## src/rtl/hh_neuron_scheduler.sv

```systemverilog
// hh_neuron_scheduler
//   Time-multiplexes one shared Hodgkin-Huxley update datapath across
//   NUM_NEURONS logical neurons. Holds per-neuron membrane state and stimulus.
//   Once per timestep it issues one start/done update per neuron in
//   round-robin order, and it collects the spike flags.
//
// Optional feature macro: REFRACTORY_EN
//   Defined  : each neuron has a 2-bit refractory counter that gates its
//              stimulus to 0 for the three updates after a spike.
//   Undefined: dp_stim always equals the stored stimulus.
//
// Ports
//   clk, rst_n        system clock, asynchronous active-low reset
//   cfg_we/addr/data  stimulus register write port (accepted in any state)
//   sel               neuron whose state is shown on state_out
//   dp_start          one-cycle launch pulse to the datapath
//   dp_v_in, dp_stim  operands of the slot in flight (stable for the slot)
//   dp_done           datapath result strobe; dp_v_out / dp_spike are valid with it
//   state_out         combinational read of state[sel]
//   spike_vec         spike flags of the most recently completed step
//   step_pulse        one-cycle pulse after the last slot of a step
//   err               sticky: datapath timeout or step overrun
//
// FSM
//   state | meaning
//   IDLE  | waiting for a step request
//   ISSUE | dp_start high, operands of the slot latched
//   WAIT  | waiting for dp_done, bounded by DONE_TIMEOUT cycles
//   WB    | captured result written into the state array
//   NEXT  | advance slot, or close the step (spike_vec, step_pulse)

module hh_neuron_scheduler #(
  parameter int               NUM_NEURONS  = 4,
  parameter int               WIDTH        = 8,
  parameter logic [WIDTH-1:0] V_REST       = '0,
  parameter int               STEP_DIV     = 16,
  parameter int               DONE_TIMEOUT = 32
) (
  input  logic                           clk,
  input  logic                           rst_n,
  input  logic                           cfg_we,
  input  logic [$clog2(NUM_NEURONS)-1:0] cfg_addr,
  input  logic [WIDTH-1:0]               cfg_data,
  input  logic [$clog2(NUM_NEURONS)-1:0] sel,
  output logic                           dp_start,
  output logic [WIDTH-1:0]               dp_v_in,
  output logic [WIDTH-1:0]               dp_stim,
  input  logic                           dp_done,
  input  logic [WIDTH-1:0]               dp_v_out,
  input  logic                           dp_spike,
  output logic [WIDTH-1:0]               state_out,
  output logic [NUM_NEURONS-1:0]         spike_vec,
  output logic                           step_pulse,
  output logic                           err
);

  localparam int IW  = $clog2(NUM_NEURONS);
  localparam int SCW = $clog2(STEP_DIV);
  localparam int TW  = $clog2(DONE_TIMEOUT + 1);

  typedef enum logic [2:0] {IDLE, ISSUE, WAIT, WB, NEXT} state_e;

  state_e                 state_q, state_d;
  logic [IW-1:0]          slot_q, slot_d;
  logic [TW-1:0]          tmo_q, tmo_d;
  logic [SCW-1:0]         step_cnt_q, step_cnt_d;

  logic [WIDTH-1:0]       v_q    [NUM_NEURONS];
  logic [WIDTH-1:0]       stim_q [NUM_NEURONS];
  logic [WIDTH-1:0]       v_lat_q, stim_lat_q;
  logic [WIDTH-1:0]       res_v_q;
  logic                   res_spk_q;
  logic [NUM_NEURONS-1:0] nspike_q, spike_vec_q;
  logic                   step_pulse_q, err_q;

  logic                   step_req, last_slot;
  logic                   latch_en, cap_en, wb_en, abort, step_end, overrun;
  logic [WIDTH-1:0]       v_sel, stim_sel;

`ifdef REFRACTORY_EN
  logic [1:0]             refr_q [NUM_NEURONS];
  assign stim_sel = (refr_q[slot_q] != 2'd0) ? '0 : stim_q[slot_q];
`else
  assign stim_sel = stim_q[slot_q];
`endif

  assign v_sel     = v_q[slot_q];
  assign step_req  = (step_cnt_q == SCW'(STEP_DIV - 1));
  assign last_slot = (slot_q == IW'(NUM_NEURONS - 1));
  assign step_cnt_d = step_req ? '0 : step_cnt_q + SCW'(1);

  // Operands are shown live during ISSUE so they are valid alongside
  // dp_start; afterwards the latched copies hold them for the rest of the slot.
  assign dp_start   = (state_q == ISSUE);
  assign dp_v_in    = dp_start ? v_sel    : v_lat_q;
  assign dp_stim    = dp_start ? stim_sel : stim_lat_q;
  assign state_out  = v_q[sel];
  assign spike_vec  = spike_vec_q;
  assign step_pulse = step_pulse_q;
  assign err        = err_q;

  // The closing NEXT of a step can hand straight over to the next step, so a
  // request landing on that cycle is a back-to-back start rather than an
  // overrun. This is what makes STEP_DIV = 4*NUM_NEURONS sustainable.
  assign overrun = step_req && (state_q != IDLE) && !((state_q == NEXT) && last_slot);

  always_comb begin
    state_d  = state_q;
    slot_d   = slot_q;
    tmo_d    = tmo_q;
    latch_en = 1'b0;
    cap_en   = 1'b0;
    wb_en    = 1'b0;
    abort    = 1'b0;
    step_end = 1'b0;
    unique case (state_q)
      IDLE: begin
        if (step_req) begin
          state_d = ISSUE;
          slot_d  = '0;
        end
      end
      ISSUE: begin
        latch_en = 1'b1;
        tmo_d    = '0;
        state_d  = WAIT;
      end
      WAIT: begin
        if (dp_done) begin
          cap_en  = 1'b1;
          state_d = WB;
        end else if (tmo_q == TW'(DONE_TIMEOUT - 1)) begin
          abort   = 1'b1;
          state_d = NEXT;
        end else begin
          tmo_d = tmo_q + TW'(1);
        end
      end
      WB: begin
        wb_en   = 1'b1;
        state_d = NEXT;
      end
      NEXT: begin
        if (last_slot) begin
          step_end = 1'b1;
          slot_d   = '0;
          state_d  = step_req ? ISSUE : IDLE;
        end else begin
          slot_d  = slot_q + IW'(1);
          state_d = ISSUE;
        end
      end
      default: state_d = IDLE;
    endcase
  end

  always_ff @(posedge clk or negedge rst_n) begin
    if (!rst_n) begin
      state_q      <= IDLE;
      slot_q       <= '0;
      tmo_q        <= '0;
      step_cnt_q   <= '0;
      v_lat_q      <= V_REST;
      stim_lat_q   <= '0;
      res_v_q      <= V_REST;
      res_spk_q    <= 1'b0;
      nspike_q     <= '0;
      spike_vec_q  <= '0;
      step_pulse_q <= 1'b0;
      err_q        <= 1'b0;
    end else begin
      state_q    <= state_d;
      slot_q     <= slot_d;
      tmo_q      <= tmo_d;
      step_cnt_q <= step_cnt_d;
      if (latch_en) begin
        v_lat_q    <= v_sel;
        stim_lat_q <= stim_sel;
      end
      // dp_v_out is only guaranteed during the dp_done cycle, so hold it for WB
      if (cap_en) begin
        res_v_q   <= dp_v_out;
        res_spk_q <= dp_spike;
      end
      if (wb_en) begin
        nspike_q[slot_q] <= res_spk_q;
      end else if (abort) begin
        nspike_q[slot_q] <= 1'b0;
      end
      if (step_end) begin
        spike_vec_q <= nspike_q;
      end
      step_pulse_q <= step_end;
      if (abort || overrun) begin
        err_q <= 1'b1;
      end
    end
  end

  always_ff @(posedge clk or negedge rst_n) begin
    if (!rst_n) begin
      for (int i = 0; i < NUM_NEURONS; i++) begin
        v_q[i]    <= V_REST;
        stim_q[i] <= '0;
`ifdef REFRACTORY_EN
        refr_q[i] <= 2'd0;
`endif
      end
    end else begin
      if (cfg_we) begin
        stim_q[cfg_addr] <= cfg_data;
      end
      if (wb_en) begin
        v_q[slot_q] <= res_v_q;
`ifdef REFRACTORY_EN
        if (res_spk_q) begin
          refr_q[slot_q] <= 2'd3;
        end else if (refr_q[slot_q] != 2'd0) begin
          refr_q[slot_q] <= refr_q[slot_q] - 2'd1;
        end
`endif
      end
    end
  end

endmodule

```

## config.mk

```make
export PLATFORM = sky130hd
export DESIGN_NAME = hh_neuron_scheduler
export DESIGN_NICKNAME = d
export VERILOG_FILES = /design/src/rtl/hh_neuron_scheduler.sv
export SDC_FILE = /design/constraint.sdc
export NUM_CORES = 1
export LEC_CHECK = 0
export BUFFER_PORTS_ARGS = -buffer_cell sky130_fd_sc_hd__buf_2
export CELL_PAD_IN_SITES_DETAIL_PLACEMENT = 0
export CELL_PAD_IN_SITES_GLOBAL_PLACEMENT = 1
export CORE_MARGIN = 8
export CORE_UTILIZATION = 48
export CTS_BUF_LIST = sky130_fd_sc_hd__clkbuf_16
export DETAILED_ROUTE_END_ITERATION = 6
export GPL_TIMING_DRIVEN = 0
export HOLD_SLACK_MARGIN = 0.15
export PLACE_DENSITY_LB_ADDON = 0.1
export SLEW_MARGIN = 10
export SYNTH_ARGS = -nofsm -noshare
export SYNTH_HDL_FRONTEND = slang
export SYNTH_SLANG_ARGS = --single-unit
```

## constraint.sdc

```tcl
create_clock -name clk -period 2 [get_ports clk]
set_input_delay 0 -clock clk [delete_from_list [all_inputs] [get_ports clk]]
set_output_delay 0 -clock clk [all_outputs]
set_load 0.02 [all_outputs]
```

**Yosys cells after proc, flatten, opt, wreduce, memory -nomap -nowiden**

Index checks and enable logic that the tools add are counted.

- Order comparisons: 7
- Mux-type cells: 44
- Multiply operators: 0
- Reductions and logical operators: 16
- Bitwise gates (word level): 5
- Shifts and indexed selects: 0
- $add $sub $neg: 3
- Eq/ne operators: 11
- Divide/modulo/power cells: 0

Operators by type and width:

| cell | number |
|---|---|
| 8-bit 2-to-1 mux | 10 |
| 32-bit bitwise mux | 2 |
| 8-bit binary-select mux with 2-bit select | 3 |
| 8-bit demux with 2-bit select | 2 |
| 3-bit one-hot mux with 5 select lines | 1 |
| 1-bit 2-to-1 mux | 12 |
| 4-bit 2-to-1 mux | 3 |
| 6-bit 2-to-1 mux | 2 |
| 6-bit one-hot mux with 2 select lines | 1 |
| 3-bit >= comparator (second input constant) | 3 |
| 3-bit 2-to-1 mux | 3 |
| 2-bit inverter with 3-bit output | 3 |
| 6-bit by 1-bit adder with 6-bit output (second input constant) | 1 |
| 3-bit by 2-bit == test with 1-bit output (second input constant) | 2 |
| 6-bit by 5-bit == test with 1-bit output (second input constant) | 1 |
| 1-bit logical AND | 6 |
| 3-bit by 1-bit less-than comparator with 1-bit output (second input constant) | 2 |
| 2-bit != test (second input constant) | 3 |
| 2-bit nonzero test | 3 |
| 4-bit by 1-bit adder with 4-bit output (second input constant) | 1 |
| 4-bit AND | 1 |
| 4-bit bitwise mux | 1 |
| 4-bit == test (second input constant) | 1 |
| 2-bit 2-to-1 mux | 2 |
| other kinds (16) | 17 |

- Input bits: 25
- RAM bits: 0
- Output and inout bits: 31
- Bits in latches: 0
- Memories kept: 0
- Bits in read-only memories: 0
- Word-level logic and storage cells: 106
- Flip-flop bits (word level): 114

**Depth between registers and ports, before layout**

Gate-level depths: netlist of the first run.

- Depth after elaboration: 8
- Mapped depth: 7
- Mapped depth without buffers: 4

**Least setup slack after synthesis of the first run**

Ideal clock, no wire load.

- Path kind: register to register
- From: register slot_q[0]
- To: register stim_lat_q[0]
- Buffers on the path: 2
- Required time: 1825 ps
- Arrival time: 1485 ps
- Path slack: 340 ps
- Library setup time: 175 ps
- Stages on the path, launching flop included: 6
- Period minus slack after synthesis: 1660 ps
- Cell sequence: dfrtp_1 > buf_4 > buf_4 > mux4_2 > nand2_1 > nand2_1

- Longest elaborated chain between the ends: 4

RTL lines:

| what | line | source |
|---|---|---|
| from (decl) | 64 | `logic [IW-1:0] slot_q, slot_d;` |
| from (signal assigned) | 173 | `slot_q <= slot_d;` |
| 2-bit inverter with 3-bit output (implied by the code) | 84 | `assign stim_sel = stim_q[slot_q];` |
| 8-bit binary-select mux with 2-bit select | 84 |  |
| 8-bit 2-to-1 mux (implied by the code) (2 in a row) | 84 |  |
| to (signal assigned) | 178 | `stim_lat_q <= stim_sel;` |
| to (decl) | 70 | `logic [WIDTH-1:0] v_lat_q, stim_lat_q;` |

Every way passes these cells. The select of a mux whose other input is x is not followed.
A chain may end at the register's enable or synchronous reset.

**Worst setup path in the final report of the first run**

- From: register state_q[0]
- To: output port dp_stim[1]

- Longest elaborated chain between the ends: 2

RTL lines:

| what | line | source |
|---|---|---|
| from (decl) | 63 | `state_e state_q, state_d;` |
| from (signal assigned) | 172 | `state_q <= state_d;` |
| 3-bit by 1-bit == test with 1-bit output | 94 | `assign dp_start = (state_q == ISSUE);` |
| 8-bit 2-to-1 mux | 96 | `assign dp_stim = dp_start ? stim_sel : stim_lat_q;` |
| to (decl) | 47 | `output logic [WIDTH-1:0] dp_stim,` |

Every way passes these cells.

==> qor.csv, run 1 <==
stage;metric;value;unit
timing;setup_viol;0;
place;placedInstanceArea;5660;µm²
timing;slew_viol_final;0;
place;dp_cells;559;
critical_path;worstPathArrival;1.92;ns
yosys;synth-edff-count;0;
critical_path;slowest_stage;dfrtp_1;
power;power.total;9300;µW
critical_path;cp-end-kind;output pin;
clocking;cts.path.max_buffers;2;
die;start_util;0.484;
global_routing;antenna_found_initial;0;
clocking;cts_root_buffer;clkbuf_16;
yosys;ys_ff_latch;114;
detailed_routing;drt_pre_antenna_iters;4;
place;io_buffers;53;
detailed_routing;drcViolationCount;0;
critical_path;critical_path_class;reg2out;
timing;hold_ws;0.221;ns
timing;hold_violations;0;
global_routing;grt_pass1_wl;18.7;mm
critical_path;rr_startpoint;slot_q[1];
critical_path;worst_setup_path_start_kind;flip-flop;
yosys;ys.flop_type;dfrtp_1;
critical_path;r2r_setup_slack;0.18;ns
worst_hold_path;hold_start;cfg_we;
clocking;cts_tree;yes;
die;ios;56;
critical_path;r2r_cells;6;
clocking;clkTransAtPathRegs;0.05;ns
clocking;cts_made_buffers;17;
timing;fin_crit_sh;0.960;
layout;nets;498;
critical_path;crit_chain;buf_6 -> or3b_1 -> buf_4 -> inv_8 -> clkbuf_16 -> nand2_1 -> nand2_1 -> buf_4;
detailed_routing;first_iter_violations;174;
global_routing;grt_use_total;0.167;
power;leakage;0.00316;µW
detailed_routing;vias_per_cell;5.33;
critical_path;cp_data_required_time;2.00;ns
yosys;syn_avg_cell_area;14.2;µm²
worst_hold_path;min_to;stim_q[26];
place;dp_hpwl;7.11;mm
yosys;syn_inst;365;
timing;clock_skew;0.00589;ns
yosys;synth-async-reset-ratio;1.00;
worst_hold_path;hold_depth;3;
timing;max_freq;0.521;GHz
power;ir_drop;0.680;mV
yosys;ys_seq_area_frac;0.550;
layout;area_growth;26.6;%
yosys;yosys-top-cells-area;dfrtp_1 (55%), mux2_2 (15%), mux4_2 (10%);
die;dieArea;14400;µm²
timing;setup_tns;0;ns
detailed_routing;via_count;3298;
die;die_x;120;µm
global_routing;grt_pass1_vias;3578;
critical_path;crit_family;buffers and inverters;
timing;min_period;1.92;ns
die;core;10700;µm²
layout;design_area;6560;µm²
yosys;yosys.area.top_type;dfrtp_1;
layout;antenna_cells;0;
yosys;synth_cell_type_count;43;
yosys;syn-cell-area;5180;µm²
detailed_routing;ant_nets;0;
timing;worst_pin_slew;0.751;ns
critical_path;crit_buf_inv;5;
job;cap_violations;0;
run_status;run_status;completed;
die;rows;38;
detailed_routing;wirelength;11.1;mm
detailed_routing;routedWlPerCell;17.9;µm
layout;drive_above_1_share;0.422;
yosys;ys_warn_count;0;
critical_path;r2r_end;v_q[31];
timing;relSlewSlack;0.497;
global_routing;grt_max_degree;61;
die;die_y;120;µm
clocking;htree_num_levels;4;
critical_path;max_stage_delay;0.34;ns
worst_hold_path;min_path_type;in2reg;
yosys;synth_top_area_frac;0.550;
clocking;clk_latency;0.41;ns
yosys;synth_nets;396;
power;power_density;1420;nW/µm²
critical_path;worstPathMaxFanout;10;
layout;stdcell_count;619;
clocking;numClockSinks;114;
place;gp_congestion;0.708;
global_routing;grt.overflow.total;0;
[how the worst max path moves through the flow]
stage	startpoint	end	slack [ns]	cells past startpoint
final	state_q[0]	dp_stim[1]	0.08	8
after CTS	state_q[0]	dp_stim[6]	0.003	7
after global placement	rst_n	res_v_q[2]	-0.46	1
after global routing	state_q[0]	dp_stim[1]	-0.0005	8
after floorplan	slot_q[0]	stim_lat_q[0]	0.34	5
after detailed placement	slot_q[1]	v_q[20]	-0.004	6
[metal layers]
layer  track usage  up-vias  part of all wire
met5             0        -                 0
met4        0.0710        0             0.015
met3        0.0395       13             0.036
met2         0.268       49              0.50
met1         0.214     1709              0.45
li1              -     1527                 -
[Yosys cell counts (5+ instances only)]
master	instances
buf_2	8
o21ai_0	7
mux2i_1	8
nand2_1	57
mux4_2	24
mux2_2	71
nor2_1	5
dfrtp_1	114
mux2_1	7
inv_1	6
ha_1	6
[cell type report]
cell class,instances,area [µm²]
plain buffers,16,148
fillers,867,4140
clock inverters,14,82.6
well taps,140,175
repair buffers,83,642
inverters,7,33.8
multi-input cells,228,2200
flip-flops and latches,114,2850
clock buffers,17,425
[state kept, by name (all words and copies together), names as in the netlist]
register    flops
state_q         3
nspike_q        4
step_cnt_q      4
slot_q          2
v_lat_q         8
res_spk_q       1
res_v_q         8
err             1
tmo_q           6
stim_lat_q      8
step_pulse      1
spike_vec       4
v_q            32
stim_q         32
[logic make-up (layout without fill, tap and decap cells)]
| group | after synthesis | after routing | share of synthesized area |
|---|---|---|---|
| mux | 110 | 110 | 0.289 |
| xor+xnor | 1 | 1 | 0.00169 |
| flops | 114 | 114 | 0.550 |
| compound gates | 18 | 18 | 0.0234 |
| simple gates | 93 | 93 | 0.0951 |
| buf+inv | 23 | 137 | 0.0256 |
| fa+ha+maj | 6 | 6 | 0.0145 |
[worst min-delay path, cell delays in order]
cell	delay, ns
buf_2	0.11
nor3b_2	0.23
mux2_2	0.24
[timing repair]
item / CTS / global route
hold buffers: 23 / 0
setup buffers: 1 / 4
endpoints found under the setup margin: 26 / 10
pin swaps: 0 / 0
gates resized for setup: 10 / 13
cloned: 0 / 1
endpoints found under the hold margin: 160 / 0
[metrics by stage]
stage,util,setup slack (ns)
global route,0.613,-0.000536
global placement,0.526,-0.458
finish,0.613,0.0803
CTS,0.603,0.00258
detailed placement,0.529,-0.00399
floorplan,-,0.340
[power by group]
part / internal (µW) / switching [µW] / leakage (µW)
Sequential: 3040 / 451 / 0.00143
Clock: 1640 / 960 / 0.000262
Combinational: 1670 / 1550 / 0.00147
Total: 6340 / 2960 / 0.00316
[cells in the final DEF, fill, tap and decap left out, types with 3 or more instances in the layout]
cell           synthesis  routed
dfrtp_1              114     114
mux2_2                71      71
nand2_1               57      56
buf_2                  8      50
mux4_2                24      24
dlygate4sd3_1          0      22
clkbuf_16              0      18
buf_4                  3      13
inv_1                  6       9
mux2i_1                8       8
o21ai_0                7       7
mux2_1                 7       7
clkinv_1               0       7
ha_1                   6       6
buf_12                 0       5
nor2_1                 5       5
buf_6                  3       4
and3_1                 4       4
nand3_1                4       4
nand2b_1               4       4
nand2_4                4       4
nand3b_1               3       3
a32o_1                 3       3
clkinv_2               1       3
No activity file was read; power rests on OpenSTA's default activity.
==> run 2: changes to the inputs <==
--- a/config.mk
+++ b/config.mk
@@ -10,11 +10,11 @@
 export CELL_PAD_IN_SITES_GLOBAL_PLACEMENT = 1
 export CORE_MARGIN = 8
 export CORE_UTILIZATION = 48
-export CTS_BUF_LIST = sky130_fd_sc_hd__clkbuf_16
 export DETAILED_ROUTE_END_ITERATION = 6
 export GPL_TIMING_DRIVEN = 0
 export HOLD_SLACK_MARGIN = 0.15
 export PLACE_DENSITY_LB_ADDON = 0.1
+export SKIP_LAST_GASP = 1
 export SLEW_MARGIN = 10
 export SYNTH_ARGS = -nofsm -noshare
 export SYNTH_HDL_FRONTEND = slang
==> run 2 against run 1 <==
Clock skew barely moved. Power is 8.0% higher. Wire length rose by 1.6%. Global-route usage grew 0.21 points. Largest power group is now combinational logic. Cell area increased by 4.5%. Via count rose by 0.82%. Count of clock-buffer cells in the layout grew 10. Final cell count is 0.97% higher. Hold slack improved by 0.031 ns. Highest routed layer unchanged.
==> qor.csv, run 2 (synthesis results as in run 1) <==
stage;metric;value;unit;change
clocking;cts_root_buffer;clkbuf_8;;
timing;max_freq;0.507;GHz;-2.7%
die;core;10700;µm²;unchanged
layout;reg_top3;stim_q: 32 flops, v_q: 32 flops;;
timing;relSlewSlack;0.493;;-0.00398
critical_path;crit_buf_inv;3;;-2
timing;fin_crit_sh;0.987;;+0.0269
layout;drive_above_1_share;0.507;;+0.0855
global_routing;grt.overflow.total;0;;unchanged
clocking;numClockSinks;114;;unchanged
clocking;clkTransAtPathRegs;0.06;ns;about the same
timing;clock_skew;0.00624;ns;+0.000353 ns
critical_path;slowest_stage;mux4_2;;
place;placedInstanceArea;5660;µm²;unchanged
global_routing;grt_pass1_wl;18.9;mm;+1.1%
timing;slew_viol_final;0;;unchanged
place;dp_slack;-0.00399;ns;unchanged
detailed_routing;routedWlPerCell;18.0;µm;+0.67%
critical_path;worst_setup_path_start_kind;flip-flop;;
layout;layout_commonest_cell;dfrtp_1;;
place;gp_congestion;0.708;;unchanged
critical_path;max_stage_delay;0.50;ns;+0.16 ns
global_routing;grt_max_degree;61;;unchanged
timing;min_period;1.97;ns;+0.0537 ns
layout;postLayoutCoreUtil;0.641;;+0.0277
layout;antenna_cells;0;;unchanged
clocking;htree_num_levels;4;;unchanged
critical_path;path_common_cell;buf_12;;
timing;rsz0062_at_grt;true;;
power;power_density;1470;nW/µm²;+3.3%
timing;hold_violations;0;;unchanged
detailed_routing;via_count;3325;;+0.82%
clocking;cts_made_buffers;17;;unchanged
global_routing;grt_use_total;0.169;;+0.00214
run_status;run_status;completed;;
timing;setup_tns;0;ns;unchanged
power;leakage;0.00325;µW;+2.7%
critical_path;crit_family;multiplexers;;
layout;area_growth;32.3;%;
global_routing;grt_pass1_vias;3622;;+1.2%
detailed_routing;drcViolationCount;0;;unchanged
detailed_routing;vias_per_cell;5.32;;-0.15%
job;cap_violations;0;;unchanged
place;dp_cells;559;;unchanged
critical_path;worstPathArrival;1.97;ns;+0.05 ns
critical_path;worstPathMaxFanout;8;;-2
critical_path;cp_data_required_time;2.00;ns;about the same
die;rows;38;;unchanged
detailed_routing;drt_pre_antenna_iters;4;;unchanged
layout;design_area;6860;µm²;+4.5%
layout;final_cell_mix;dfrtp_1 (114), mux2_2 (71), buf_2 (40), nand2_2 (31);;
power;ir_drop;0.688;mV;+1.3%
timing;worst_pin_slew;0.757;ns;+0.00595 ns
global_routing;antenna_found_initial;0;;unchanged
clocking;cts_tree;yes;;
worst_hold_path;min_path_type;in2reg;;
timing;layout_setup_ws;0.0265;ns;-0.0537 ns
place;dp_hpwl;7.11;mm;unchanged
detailed_routing;wirelength;11.3;mm;+1.6%
die;die_x;120;µm;unchanged
detailed_routing;first_iter_violations;208;;+20%
layout;stdcell_count;625;;+0.97%
die;dieArea;14400;µm²;unchanged
critical_path;r2r_setup_slack;0.22;ns;+0.04 ns
die;ios;56;;unchanged
critical_path;critical_path_class;reg2out;;
place;io_buffers;53;;unchanged
critical_path;cp-end-kind;output pin;;
layout;nets;504;;+1.2%
detailed_routing;ant_nets;0;;unchanged
critical_path;crit_chain;buf_12 -> buf_12 -> mux4_2 -> nand2_2 -> nand2_4 -> buf_6;;
clocking;clk_latency;0.51;ns;+0.10 ns
die;start_util;0.484;;unchanged
die;die_y;120;µm;unchanged
timing;setup_viol;0;;unchanged
clocking;cts.path.max_buffers;2;;unchanged
==> run 2: cell types whose count changed in the layout (fill, tap and decap cells not counted), moves of 4 or more <==
| cell | before | now |
|---|---|---|
| buf_2 | 50 | 40 |
| buf_4 | 13 | 9 |
| nand2_1 | 56 | 24 |
| buf_6 | 4 | 22 |
| clkbuf_8 | 0 | 8 |
| clkinv_1 | 7 | 0 |
| nand2_2 | 1 | 31 |
==> run 2: worst min-delay path, cell delays in order <==
cell           delay [ns]
dlygate4sd3_1        0.51
buf_2                0.09
mux2_2               0.13
==> run 2: report_power, final <==
part | switching, µW | internal [µW]
clock | 979 | 1860
combinational | 1720 | 1990
sequential | 456 | 3040
==> run 2: layout make-up <==
type	instances	area, µm²
Buffer	16	155
Fill cell	842	3840
Inverter	7	38.8
Sequential cell	114	2850
Clock inverter	4	45.0
Tap cell	140	175
Multi-Input combinational cell	228	2290
Clock buffer	27	522
Timing Repair Buffer	89	774
==> run 2: final timing paths <==
path,start,to,cells past startpoint
max,slot_q[0],dp_stim[6],6
min,dp_v_out[5],res_v_q[5],3
max reg2reg,slot_q[0],v_q[15],7
min reg2reg,err,err,1
max in group asynchronous,rst_n,stim_q[23],4
min in group asynchronous,rst_n,spike_vec[0],3
==> run 2: per-layer routing <==
layer	part of all wire	global-route usage	routed length, µm	vias up
met5	0	0	0	-
met4	0.012	0.0609	132	0
met3	0.030	0.0488	333	14
met2	0.50	0.269	5610	51
met1	0.46	0.217	5190	1721
li1	-	-	-	1539
==> run 2: timing repair <==
item | CTS | global route
pin swaps | 3 | 15
setup endpoints to repair | 33 | 16
setup buffers | 8 | 3
resized for setup | 33 | 54
hold buffers | 24 | 0
gates cloned | 1 | 0
endpoints found under the hold margin | 163 | 0
==> run 2: through the flow <==
step,total power [µW],hold slack [ns]
finish,10000,0.253
global route,10600,0.238
CTS,9780,0.217
detailed placement,6480,-0.00313
global placement,6400,0.231
floorplan,5600,-0.296
==> run 3: changes to the inputs <==
--- a/config.mk
+++ b/config.mk
@@ -6,10 +6,10 @@
 export NUM_CORES = 1
 export LEC_CHECK = 0
 export BUFFER_PORTS_ARGS = -buffer_cell sky130_fd_sc_hd__buf_2
-export CELL_PAD_IN_SITES_DETAIL_PLACEMENT = 0
+export CELL_PAD_IN_SITES_DETAIL_PLACEMENT = 1
 export CELL_PAD_IN_SITES_GLOBAL_PLACEMENT = 1
 export CORE_MARGIN = 8
-export CORE_UTILIZATION = 48
+export CORE_UTILIZATION = 50
 export DETAILED_ROUTE_END_ITERATION = 6
 export GPL_TIMING_DRIVEN = 0
 export HOLD_SLACK_MARGIN = 0.15
==> constraint.sdc (replaced) <==
create_clock -name clk -period 2.5 [get_ports clk]
set_input_delay 0 -clock clk [delete_from_list [all_inputs] [get_ports clk]]
set_output_delay 0 -clock clk [all_outputs]
set_load 0.02 [all_outputs]
==> run 3 against run 2 <==
Power down 25%. Clock skew rose by 0.0027 ns. Clock power fell by 18%. Register-to-register slack gained 0.25 ns. Setup slack better by 0.17 ns. Combinational power fell by 35%. Via count is 0.15% lower. Critical path depth unchanged. Flip-flop and latch count did not move. Count of clock-buffer cells in the layout is 7 lower. First-iteration DRC count decreased by 11%. Non-clock buffer count is 11 lower. Highest routed layer unchanged.
==> qor.csv, run 3 (synthesis results as in run 1) <==
stage;metric;value;unit;change
run_status;run_status;completed;;
clocking;cts_tree;yes;;
timing;max_freq;0.434;GHz;
die;die_y;118;µm;-1.7%
critical_path;crit_chain;buf_4 -> buf_4 -> mux4_2 -> nand2_1 -> nand2_1 -> buf_2;;
detailed_routing;vias_per_cell;5.42;;+2.0%
power;leakage;0.00312;µW;-3.8%
die;core;10200;µm²;-4.8%
clocking;htree_num_levels;4;;unchanged
power;power_density;1170;nW/µm²;-20%
critical_path;cp-end-kind;output pin;;
clocking;clk_latency;0.53;ns;+0.02 ns
clocking;clkTransAtPathRegs;0.06;ns;about the same
critical_path;max_stage_delay;0.54;ns;+0.04 ns
layout;design_area;6480;µm²;-5.4%
timing;relSlewSlack;0.648;;+0.155
detailed_routing;drcViolationCount;0;;unchanged
critical_path;worstPathArrival;2.30;ns;+0.33 ns
power;power_frac_clock;0.309;;+0.026
timing;fin_crit_sh;0.921;;
global_routing;antenna_found_initial;1;;+1
clocking;cts_made_buffers;17;;unchanged
layout;reg_top3;stim_q: 32 flops, v_q: 32 flops;;
timing;min_period;2.30;ns;
timing;slew_viol_final;0;;unchanged
timing;setup_viol;0;;unchanged
layout;drive_above_1_share;0.432;;-0.0756
timing;setup_tns;0;ns;unchanged
critical_path;critical_path_class;reg2out;;
critical_path;crit_family;buffers and inverters;;
power;combPwrFrac;0.320;;-0.049
global_routing;grt_pass1_vias;3787;;+4.6%
timing;worst_pin_slew;0.524;ns;-0.233 ns
die;die_x;118;µm;-1.7%
detailed_routing;first_iter_violations;186;;-11%
place;io_buffers;53;;unchanged
detailed_routing;wirelength;12.1;mm;+7.9%
place;dp_hpwl;7.63;mm;+7.3%
critical_path;worstPathMaxFanout;10;;+2
detailed_routing;routedWlPerCell;19.8;µm;+10%
critical_path;slowest_stage;mux4_2;;
layout;nFillCells;982;;+17%
die;ios;56;;unchanged
power;switching_share;0.330;;+0.0168
layout;nets;493;;-2.2%
job;cap_violations;0;;unchanged
critical_path;cp_data_required_time;2.50;ns;+0.50 ns
detailed_routing;ant_nets;0;;unchanged
die;dieArea;13900;µm²;-3.5%
global_routing;grt_pass1_wl;20.3;mm;+7.5%
power;p_seq_frac;0.372;;+0.024
critical_path;r2r_setup_slack;0.47;ns;+0.25 ns
power;switching_power;2500;µW;-21%
layout;layout_commonest_cell;dfrtp_1;;
die;rows;37;;-2.6%
global_routing;grt_max_degree;89;;+46%
detailed_routing;drt_pre_antenna_iters;4;;unchanged
detailed_routing;via_count;3320;;-0.15%
clocking;cts.path.max_buffers;2;;unchanged
global_routing;grt_use_total;0.189;;+0.0195
critical_path;crit_buf_inv;3;;unchanged
layout;final_cell_mix;dfrtp_1 (114), mux2_2 (71), buf_2 (60), nand2_1 (57), mux4_2 (24);;
layout;area_growth;25.1;%;
clocking;numClockSinks;114;;unchanged
die;start_util;0.509;;+0.0244
timing;clock_skew;0.00893;ns;+0.00269 ns
worst_hold_path;min_path_type;in2reg;;
timing;rsz0062_at_grt;false;;
power;ir_drop;0.709;mV;+2.9%
place;placedInstanceArea;5650;µm²;about the same
place;gp_congestion;0.762;;+7.7%
clocking;cts_setup_buffers;0;;-8
critical_path;worst_setup_path_start_kind;flip-flop;;
power;internal_power;5070;µW;-26%
timing;hold_violations;0;;unchanged
global_routing;grt.overflow.total;0;;unchanged
clocking;cts_root_buffer;clkbuf_8;;
[run 3: changes by cell type in the layout (fill, tap and decap cells not counted), moves of 3 or more]
cell	before	now
buf_6	22	4
buf_12	4	1
buf_4	9	3
buf_2	40	60
clkinv_4	0	3
nand2_1	24	57
clkinvlp_4	0	3
nand2_2	31	0
clkbuf_8	8	3
[run 3: power groups by stage]
stage / Combinational, µW / Sequential, µW / Clock [µW]
4_1_cts: 2470 / 2820 / 2390
6_report: 2420 / 2820 / 2340
3_3_place_gp: 2330 / 2780 / 0
3_5_place_dp: 2400 / 2830 / 0
5_1_grt: 2620 / 2890 / 2470
2_1_floorplan: 1760 / 2720 / 0
[run 3: layout make-up]
type	count	area, µm²	share of cell area
clock buffer	20	445	0.0687
tap	136	170	0.0262
clock inverter	12	133	0.0205
buffer	16	105	0.0162
antenna	1	2.50	0.000386
sequential	114	2850	0.440
timing repair buffer	78	549	0.0847
multi-input combinational	228	2200	0.339
inverter	7	27.5	0.00425
[run 3: tightest hold or removal path: cells and delay by family]
kind,cells,cell delay [ns]
mux,1,0.23
buf+inv,1,0.12
simple gates,1,0.37
[run 3: path summary, 6_finish.rpt]
| path | from | endpoint | cells after the start |
|---|---|---|---|
| worst min register to register | v_lat_q[3] | v_lat_q[3] | 2 |
| worst max-delay path | slot_q[0] | dp_stim[4] | 6 |
| max in group asynchronous | rst_n | res_v_q[4] | 4 |
| worst min-delay path | cfg_addr[0] | stim_q[16] | 3 |
| min in group asynchronous | rst_n | nspike_q[0] | 4 |
| worst max register to register | slot_q[1] | v_q[18] | 6 |
[run 3: per-layer routing]
layer  wire, µm  track usage
met2       6320        0.315
met4        238       0.0769
met5          0            0
met1       5170        0.223
met3        419       0.0580
[run 3: timing repair]
action / CTS / global route
hold buffers: 24 / 0
setup endpoints to repair: 0 / 0
resized for setup: 0 / 0
hold endpoints to repair: 164 / 0
[run 3: through the flow]
stage                     std cells   util  hold WS [ns]  setup WS, ns  total power (µW)
after floorplan                 365      -        -0.296         0.840              4480
after global placement          554  0.552         0.231        0.0354              5120
after detailed placement        555  0.555        -0.111         0.482              5230
after CTS                       611  0.636         0.196         0.145              7670
after global routing            612  0.636         0.224        0.0542              7980
final                           612  0.636         0.229         0.196              7570
